**config.mk**
```make
export PLATFORM = sky130hd
export DESIGN_NAME = mem_stage
export DESIGN_NICKNAME = d
export VERILOG_FILES = /design/src/rtl/mem_stage_pkg.sv /design/src/rtl/mem_stage_load_ext.sv /design/src/rtl/mem_stage.sv
export SDC_FILE = /design/constraint.sdc
export NUM_CORES = 1
export LEC_CHECK = 0
export BUFFER_PORTS_ARGS = -buffer_cell sky130_fd_sc_hd__buf_2
export CORE_MARGIN = 5
export CORE_UTILIZATION = 50
export CTS_BUF_LIST = sky130_fd_sc_hd__clkbuf_4
export DETAILED_ROUTE_END_ITERATION = 7
export GPL_TIMING_DRIVEN = 1
export PLACE_DENSITY_LB_ADDON = 0.05
export SLEW_MARGIN = 20
export SYNTH_ARGS = -nofsm -noshare
export SYNTH_HDL_FRONTEND = slang
export SYNTH_HIERARCHICAL = 1
export SYNTH_SLANG_ARGS = --single-unit
```
**constraint.sdc**
```tcl
create_clock -name clk -period 10.19 [get_ports clk]
set_input_delay 1.5285 -clock clk [delete_from_list [all_inputs] [get_ports clk]]
set_output_delay 1.5285 -clock clk [all_outputs]
set_load 0.01 [all_outputs]
```
**src/rtl/mem_stage_pkg.sv**
```systemverilog
// Shared types for the memory-access stage: op codes, FSM states, size helpers.
// Optional build macro: MEM_MISALIGN_CHECK_EN.
package mem_stage_pkg;

   localparam int REG_BUS    = 64;
   localparam int MEM_OP_BUS = 4;

   typedef enum logic [MEM_OP_BUS-1:0] {
      MEM_NONE = 4'd0,
      MEM_LB   = 4'd1,
      MEM_LH   = 4'd2,
      MEM_LW   = 4'd3,
      MEM_LD   = 4'd4,
      MEM_LBU  = 4'd5,
      MEM_LHU  = 4'd6,
      MEM_LWU  = 4'd7,
      MEM_SB   = 4'd8,
      MEM_SH   = 4'd9,
      MEM_SW   = 4'd10,
      MEM_SD   = 4'd11
   } mem_op_e;

   typedef enum logic [1:0] {
      ST_IDLE = 2'd0,
      ST_REQ  = 2'd1,
      ST_DONE = 2'd2
   } mem_state_e;

   // log2 of the access size in bytes
   function automatic logic [1:0] op_size(input mem_op_e op);
      case (op)
         MEM_LB, MEM_LBU, MEM_SB: op_size = 2'd0;
         MEM_LH, MEM_LHU, MEM_SH: op_size = 2'd1;
         MEM_LW, MEM_LWU, MEM_SW: op_size = 2'd2;
         default:                 op_size = 2'd3;
      endcase
   endfunction

   function automatic logic is_store(input mem_op_e op);
      is_store = (op == MEM_SB) || (op == MEM_SH) ||
                 (op == MEM_SW) || (op == MEM_SD);
   endfunction

endpackage

```
**src/rtl/mem_stage_load_ext.sv**
```systemverilog
// Load data lane shift and sign/zero extension.
// Purely combinational; used once inside mem_stage.
module load_ext
   import mem_stage_pkg::*;
(
   input  logic [REG_BUS-1:0]    rdata,
   input  logic [MEM_OP_BUS-1:0] op,
   input  logic [2:0]            off,
   output logic [REG_BUS-1:0]    data
);

   mem_op_e            op_e;
   logic [REG_BUS-1:0] shifted;

   assign op_e    = mem_op_e'(op);
   assign shifted = rdata >> {off, 3'b000};

   always_comb begin
      data = shifted;
      case (op_e)
         MEM_LB:  data = {{56{shifted[7]}}, shifted[7:0]};
         MEM_LH:  data = {{48{shifted[15]}}, shifted[15:0]};
         MEM_LW:  data = {{32{shifted[31]}}, shifted[31:0]};
         MEM_LBU: data = {56'd0, shifted[7:0]};
         MEM_LHU: data = {48'd0, shifted[15:0]};
         MEM_LWU: data = {32'd0, shifted[31:0]};
         default: data = shifted;
      endcase
   end

endmodule

```
**src/rtl/mem_stage.sv**
```systemverilog
// Memory-access stage: req/ack data bus master with pipeline stall.
// MEM_MISALIGN_CHECK_EN turns misaligned accesses into a misalign pulse.
module mem_stage
   import mem_stage_pkg::*;
(
   input  logic                  clk,
   input  logic                  rst,
   input  logic                  me_valid,
   input  logic [MEM_OP_BUS-1:0] me_mem_op,
   input  logic [REG_BUS-1:0]    me_alu_result,
   input  logic [REG_BUS-1:0]    me_rs2_data,
   output logic [REG_BUS-1:0]    mem_rd_data,
   output logic                  mem_stall,
   output logic                  mem_misalign,
   output logic                  dbus_req,
   output logic                  dbus_we,
   output logic [REG_BUS-1:0]    dbus_addr,
   output logic [REG_BUS-1:0]    dbus_wdata,
   output logic [7:0]            dbus_wmask,
   input  logic [REG_BUS-1:0]    dbus_rdata,
   input  logic                  dbus_ack
);

   mem_state_e         state, state_nx;
   mem_op_e            op_in, op_q;
   logic [2:0]         off_q;
   logic [REG_BUS-1:0] ld_q, ld_ext;
   logic [REG_BUS-1:0] addr_al, wdata_in;
   logic [7:0]         wmask_in;
   logic [1:0]         sz;
   logic               is_mem, accept, mis;

   assign op_in  = mem_op_e'(me_mem_op);
   assign is_mem = (op_in != MEM_NONE);
   assign sz     = op_size(op_in);

   // drop address bits below the access size
   always_comb begin
      addr_al  = me_alu_result;
      wmask_in = 8'h01;
      case (sz)
         2'd0: wmask_in = 8'h01;
         2'd1: begin
            addr_al[0] = 1'b0;
            wmask_in   = 8'h03;
         end
         2'd2: begin
            addr_al[1:0] = 2'b00;
            wmask_in     = 8'h0F;
         end
         default: begin
            addr_al[2:0] = 3'b000;
            wmask_in     = 8'hFF;
         end
      endcase
      wmask_in = wmask_in << addr_al[2:0];
   end

   assign wdata_in = me_rs2_data << {addr_al[2:0], 3'b000};

`ifdef MEM_MISALIGN_CHECK_EN
   assign mis = (state == ST_IDLE) && me_valid && is_mem &&
                (addr_al[2:0] != me_alu_result[2:0]);
`else
   assign mis = 1'b0;
`endif

   assign accept = (state == ST_IDLE) && me_valid && is_mem && !mis;

   always_comb begin
      state_nx = state;
      unique case (state)
         ST_IDLE: if (accept) state_nx = ST_REQ;
         ST_REQ:  if (dbus_ack) state_nx = ST_DONE;
         ST_DONE: state_nx = ST_IDLE;
         default: state_nx = ST_IDLE;
      endcase
   end

   always_ff @(posedge clk or posedge rst) begin
      if (rst) begin
         state      <= ST_IDLE;
         dbus_req   <= 1'b0;
         dbus_we    <= 1'b0;
         dbus_addr  <= '0;
         dbus_wdata <= '0;
         dbus_wmask <= '0;
         op_q       <= MEM_NONE;
         off_q      <= '0;
         ld_q       <= '0;
      end else begin
         state    <= state_nx;
         dbus_req <= (state_nx == ST_REQ);
         if (accept) begin
            dbus_we    <= is_store(op_in);
            dbus_addr  <= {addr_al[REG_BUS-1:3], 3'b000};
            dbus_wdata <= wdata_in;
            dbus_wmask <= wmask_in;
            op_q       <= op_in;
            off_q      <= addr_al[2:0];
         end
         if (state == ST_REQ && dbus_ack) ld_q <= ld_ext;
      end
   end

   load_ext u_load_ext (
      .rdata (dbus_rdata),
      .op    (op_q),
      .off   (off_q),
      .data  (ld_ext)
   );

   // reset forces the combinational outputs low as well
   always_comb begin
      mem_rd_data = me_alu_result;
      if (state == ST_DONE) mem_rd_data = is_store(op_q) ? '0 : ld_q;
      if (mis || rst) mem_rd_data = '0;
   end

   assign mem_stall    = !rst && (accept || state == ST_REQ);
   assign mem_misalign = !rst && mis;

endmodule

```
# Yosys cells after proc, flatten, opt, wreduce, memory -nomap -nowiden
# Memories as Yosys holds them, arrays and structs flattened.
# Index checks and enable logic that the tools add are counted.
# classes
div_mod_pow	0
n_bitwise	0
multipliers	0
n_eq_ne	19
n_reduce_logical	17
n_mux	11
add_sub_neg	0
shifts	3
n_lt_le_gt_ge	0
# ops
cell	n
64-bit case mux with 6 select lines	1
64-bit two-way mux	3
64-bit by 6-bit << shifter with 64-bit output	1
64-bit by 6-bit right shift with 64-bit output	1
4-bit equality test (second input constant)	8
8-bit case mux with 3 select lines	1
4-bit by 3-bit equality test with 1-bit output (second input constant)	3
4-bit by 2-bit equality test with 1-bit output (second input constant)	2
8-bit by 3-bit << shifter with 8-bit output	1
1-bit logical OR	7
2-bit by 1-bit equality test with 1-bit output (second input constant)	3
2-bit equality test (second input constant)	2
4-bit by 1-bit equality test with 1-bit output (second input constant)	1
1-bit logical AND	4
2-bit zero test	2
2-bit two-way mux	2
2-bit case mux with 2 select lines	1
4-bit nonzero test	1
1-bit two-way mux	3
3-bit OR reduction	1
2-bit OR reduction	1
1-bit zero test	1
# word_totals
input_bits	200
ramBits	0
latchBits	0
reg_bits	208
output_inout_bits	204
mem_count	1
rom_bits	32
wordCells	60
# memory_table
memory	depth	word_bits	read_ports	rd_clocked_by_memory_dff	write_ports	line	source
(name not given)	16	2	1	0	0	mem_stage_pkg.sv:31	case (op)

# Depth between registers and ports, before layout
# logic_depth
depth_word	7
mapped_depth	10
depth_no_buf	7

# Cells and area by module
# Netlist, hierarchy kept.
# modules_own_cells
mod	seq_area_each_um2	cells_each	n_inst	area_per_inst_um2
mem_stage	5205.0	1132	1	10174.8
load_ext	0.0	294	1	2416.1

# Least setup slack after synthesis
# Ideal clock, no wire load.
# synth_timing
path_kind	input -> output
from	input port me_mem_op[0]
to	output port mem_stall
n_path_buf	2
arrival_ns	2.843
required_ns	8.661
stages	7
path_slack_ns	5.819
path_cell_list	inv_1 -> ha_1 -> nand2b_1 -> o21ai_1 -> clkbuf_1 -> clkbuf_1 -> a21oi_1
# synth_between
elab_chain_cells	4
# synth_lines
item	line	source
start, declared	mem_stage.sv:9	input logic [MEM_OP_BUS-1:0] me_mem_op,
4-bit nonzero test	mem_stage.sv:34	assign is_mem = (op_in != MEM_NONE);
1-bit logical AND	mem_stage.sv:68	assign accept = (state == ST_IDLE) && me_valid && is_mem && !mis;
1-bit logical OR	mem_stage.sv:120	assign mem_stall = !rst && (accept || state == ST_REQ);
1-bit logical AND	mem_stage.sv:120	
end, declared	mem_stage.sv:13	output logic mem_stall,
# Every way passes these cells.

# Final worst setup path
# layout_timing
from	register state[0]
to	output port mem_rd_data[35]
# layout_between
elab_chain_cells	3
# layout_lines
item	line	source
start, declared	mem_stage.sv:24	mem_state_e state, state_nx;
start signal, assigned	mem_stage.sv:92	state <= state_nx;
2-bit equality test	mem_stage.sv:116	if (state == ST_DONE) mem_rd_data = is_store(op_q) ? '0 : ld_q;
64-bit two-way mux	mem_stage.sv:116	
64-bit two-way mux	mem_stage.sv:117	if (mis || rst) mem_rd_data = '0;
end, declared	mem_stage.sv:12	output logic [REG_BUS-1:0] mem_rd_data,
# Every way passes these cells.

==> summary.txt <==
Status
  – Status: finished clean

Clock tree
  – Post-CTS Setup Repair Bufs: 0
  – Hold Buf Count CTS: 0
  – Clk pin slew, worst setup/hold paths: 0.06 ns
  – H-tree Lvls: 2
  – PostCTS Resize Cnt: 0
  – Max clock buf depth: 3
  – Num CTS Buffers: 54
  – CTS tree: built
  – Clk root buf: clkbuf_4
  – Latest clock arrival within the worst-skew pair: 0.69 ns
  – # clock sinks: 208

Pwr
  – VDD IR max: 0.119 mV
  – Leak Pwr: 0.00803 uW
  – Power Dens Cells: 247 nW/um2

Run
  – Maxcap violations: 0

Detailed routing
  – DRC violations left: 0
  – Drt via density: 5.90
  – Iteration-0 DRC Markers: 1019
  – Initial DRT Pass Iterations: 8
  – Post-DR wirelength/cell: 22.0 um
  – Vias: 12600
  – Antenna viol nets, final: 0
  – Routed WL: 47000 um

Timing
  – Setup ws final: 5.80 ns
  – Fin Clk Skew: 0.0423 ns
  – Highest clock rate: 228 MHz
  – Period utilization: 43.1%
  – Worst hold slack: 0.467 ns
  – Unrepaired setup endpoints after global routing: false
  – Setup tns final: 0 ns
  – Fin. max-slew vios: 0
  – # setup viols final: 0
  – Final Hold Viols: 0
  – Crit path time final: 4.39 ns
  – Pin slew with the least headroom to its limit: 1.13 ns
  – Slew margin rel.: 24.6%

Synth
  – Synthesized cell area: 12600 um2
  – Mean Syn Cell Area: 8.83 um2
  – Post-synthesis cell type count: 55
  – Top cell type's share of synthesized area: 41.3%
  – Dominant cell type by area after synthesis: dfrtp_1
  – Mapped Cells: 1426
  – Top-count cell post-synth: nand2_1
  – Commonest cells post-synth: nand2_1, dfrtp_1, mux2i_1
  – Top cells by area, synth: dfrtp_1, nand2_1, mux4_2, mux2i_1, a22oi_1
  – EDFF count, synth: 0
  – Asr flop ratio synth: 100%
  – Synth warn: 6
  – Ys flop type: dfrtp_1
  – FF+latch count, synth: 208
  – Post-synthesis sequential area ratio: 41.3%

Placed design
  – Gpl congestion: 0.985
  – Pre-CTS setup slack: 5.67 ns
  – Port Buffer Count: 399
  – DP Wirelength: 33600 um
  – Post-placement cell count: 2047

Global route
  – Gr usage total: 32.2%
  – Pin count of the biggest net entering global routing: 123
  – Vias in the first global route: 12800
  – First-pass GRT wire length: 72700 um
  – Initial antenna violation count: 8
  – Grt total ovfl: 0

Hold path
  – Hold Path Sink: dbus_addr[29]
  – Hold path depth: 2
  – Hold Crit Class: reg -> reg
  – Hold Path Origin: dbus_addr[29]

Layout
  – Area grow syn2layout: 21.1%
  – Nets: 1977
  – Final Util: 61.1%
  – Fill count: 2337
  – Non-filler cells, final: 2140
  – Fraction of layout cells with a size suffix above 1: 31.6%

Critical path
  – Worst R2R Start: off_q[2]
  – Worst EP arrival: 2.87 ns
  – WP data required: 8.66 ns
  – R2r worst-path depth: 7
  – Worst Path Max Fanout: 42
  – Kind of critical path: reg -> out
  – Startpoint types: flop
  – R2r setup slk: 7.02 ns
  – Critical R2R Capture: ld_q[42]
  – Element type at the critical path end: output pin

Floorplan
  – Initial Util: 50.4%
  – Full die area: 28500 um2
  – Die Ht: 169 um
  – Die W: 169 um
  – IO Pins: 404
  – Placement row count: 58
  – Core ar.: 25000 um2
==> final cells by class <==
| type | instances | area, um2 | share of cell area, % |
|---|---|---|---|
| clock inverters | 10 | 63.8 | 0.418 |
| inverters | 8 | 37.5 | 0.246 |
| multi-input cells | 1086 | 6800 | 44.6 |
| repair buffers | 415 | 2120 | 13.9 |
| well taps | 330 | 413 | 2.71 |
| diodes | 4 | 10.0 | 0.0656 |
| flip-flops and latches | 208 | 5210 | 34.2 |
| clock buffers | 79 | 593 | 3.89 |
==> registers in the layout, summed over array words and instances, names as in the netlist <==
signal	count
off_q	3
dbus_wdata	64
op_q	4
state	2
dbus_addr	61
dbus_req	1
dbus_we	1
dbus_wmask	8
ld_q	64
==> where the power goes <==
group	total (uW)	switching, uW	internal [uW]
clock	727	351	375
sequential	1450	275	1170
combinational	1590	941	649
==> layer usage <==
layer / GRT usage, % / share of wire (%) / vias up / routed length [um]
li1: - / - / 5722 / -
met1: 40.6 / 38 / 6126 / 18100
met2: 53.9 / 48 / 646 / 22700
met3: 6.47 / 8.5 / 120 / 3990
met4: 14.2 / 4.7 / 8 / 2200
met5: 0 / 0.11 / - / 53
==> critical path: stages, from the launching register on <==
cell	delay, ns
dfrtp_1	0.42
nand2b_2	0.22
a21oi_4	0.60
buf_4	0.54
a22oi_1	0.18
nor2_1	0.12
buf_2	0.14
==> layout by cell type (no fill, tap or decap), drive strengths merged, types with 10 or more instances in the layout <==
| cell type | instances |
|---|---|
| inv | 10 |
| mux4 | 43 |
| a22oi | 66 |
| mux2i | 85 |
| nand2b | 16 |
| a21oi | 21 |
| buf | 415 |
| nor3 | 11 |
| a22o | 23 |
| a32oi | 16 |
| a221o | 16 |
| nor2 | 84 |
| nor2b | 16 |
| dfrtp | 208 |
| o21ai | 51 |
| nand2 | 483 |
| o2bb2ai | 10 |
| clkbuf | 79 |
| nand4 | 34 |
| nand3 | 19 |
| o211ai | 10 |
==> metrics by stage <==
step | power, uW | area [um2]
floorplan | 2400 | 12600
global placement | 3020 | 14600
detailed placement | 3040 | 14600
CTS | 3780 | 15200
global route | 4030 | 15200
finish | 3760 | 15200
==> worst max path at each step <==
stage	cells past startpoint	from	to	slack, ns
final	6	state[0]	mem_rd_data[35]	5.80
after global routing	6	state[0]	mem_rd_data[51]	5.59
after CTS	6	state[0]	mem_rd_data[35]	5.76
after detailed placement	8	me_mem_op[1]	dbus_wdata[45]	5.67
after global placement	8	me_mem_op[1]	dbus_wdata[45]	5.72
after floorplan	3	rst	dbus_addr[10]	2.58
==> cell families (layout without fill, tap and decap cells) <==
| group | count (synthesis) | in the layout | share of synthesized area, % |
|---|---|---|---|
| multiplexers | 136 | 136 | 15.2 |
| other | 1 | 8 | 0.0298 |
| AO/OA/AOI/OAI | 252 | 252 | 14.8 |
| AND/OR/NAND/NOR | 690 | 690 | 23.0 |
| flip-flops | 208 | 208 | 41.3 |
| adder cells (fa/ha/maj) | 4 | 4 | 0.398 |
| buffers and inverters | 135 | 512 | 5.30 |
(Power assumes the default switching activity.)
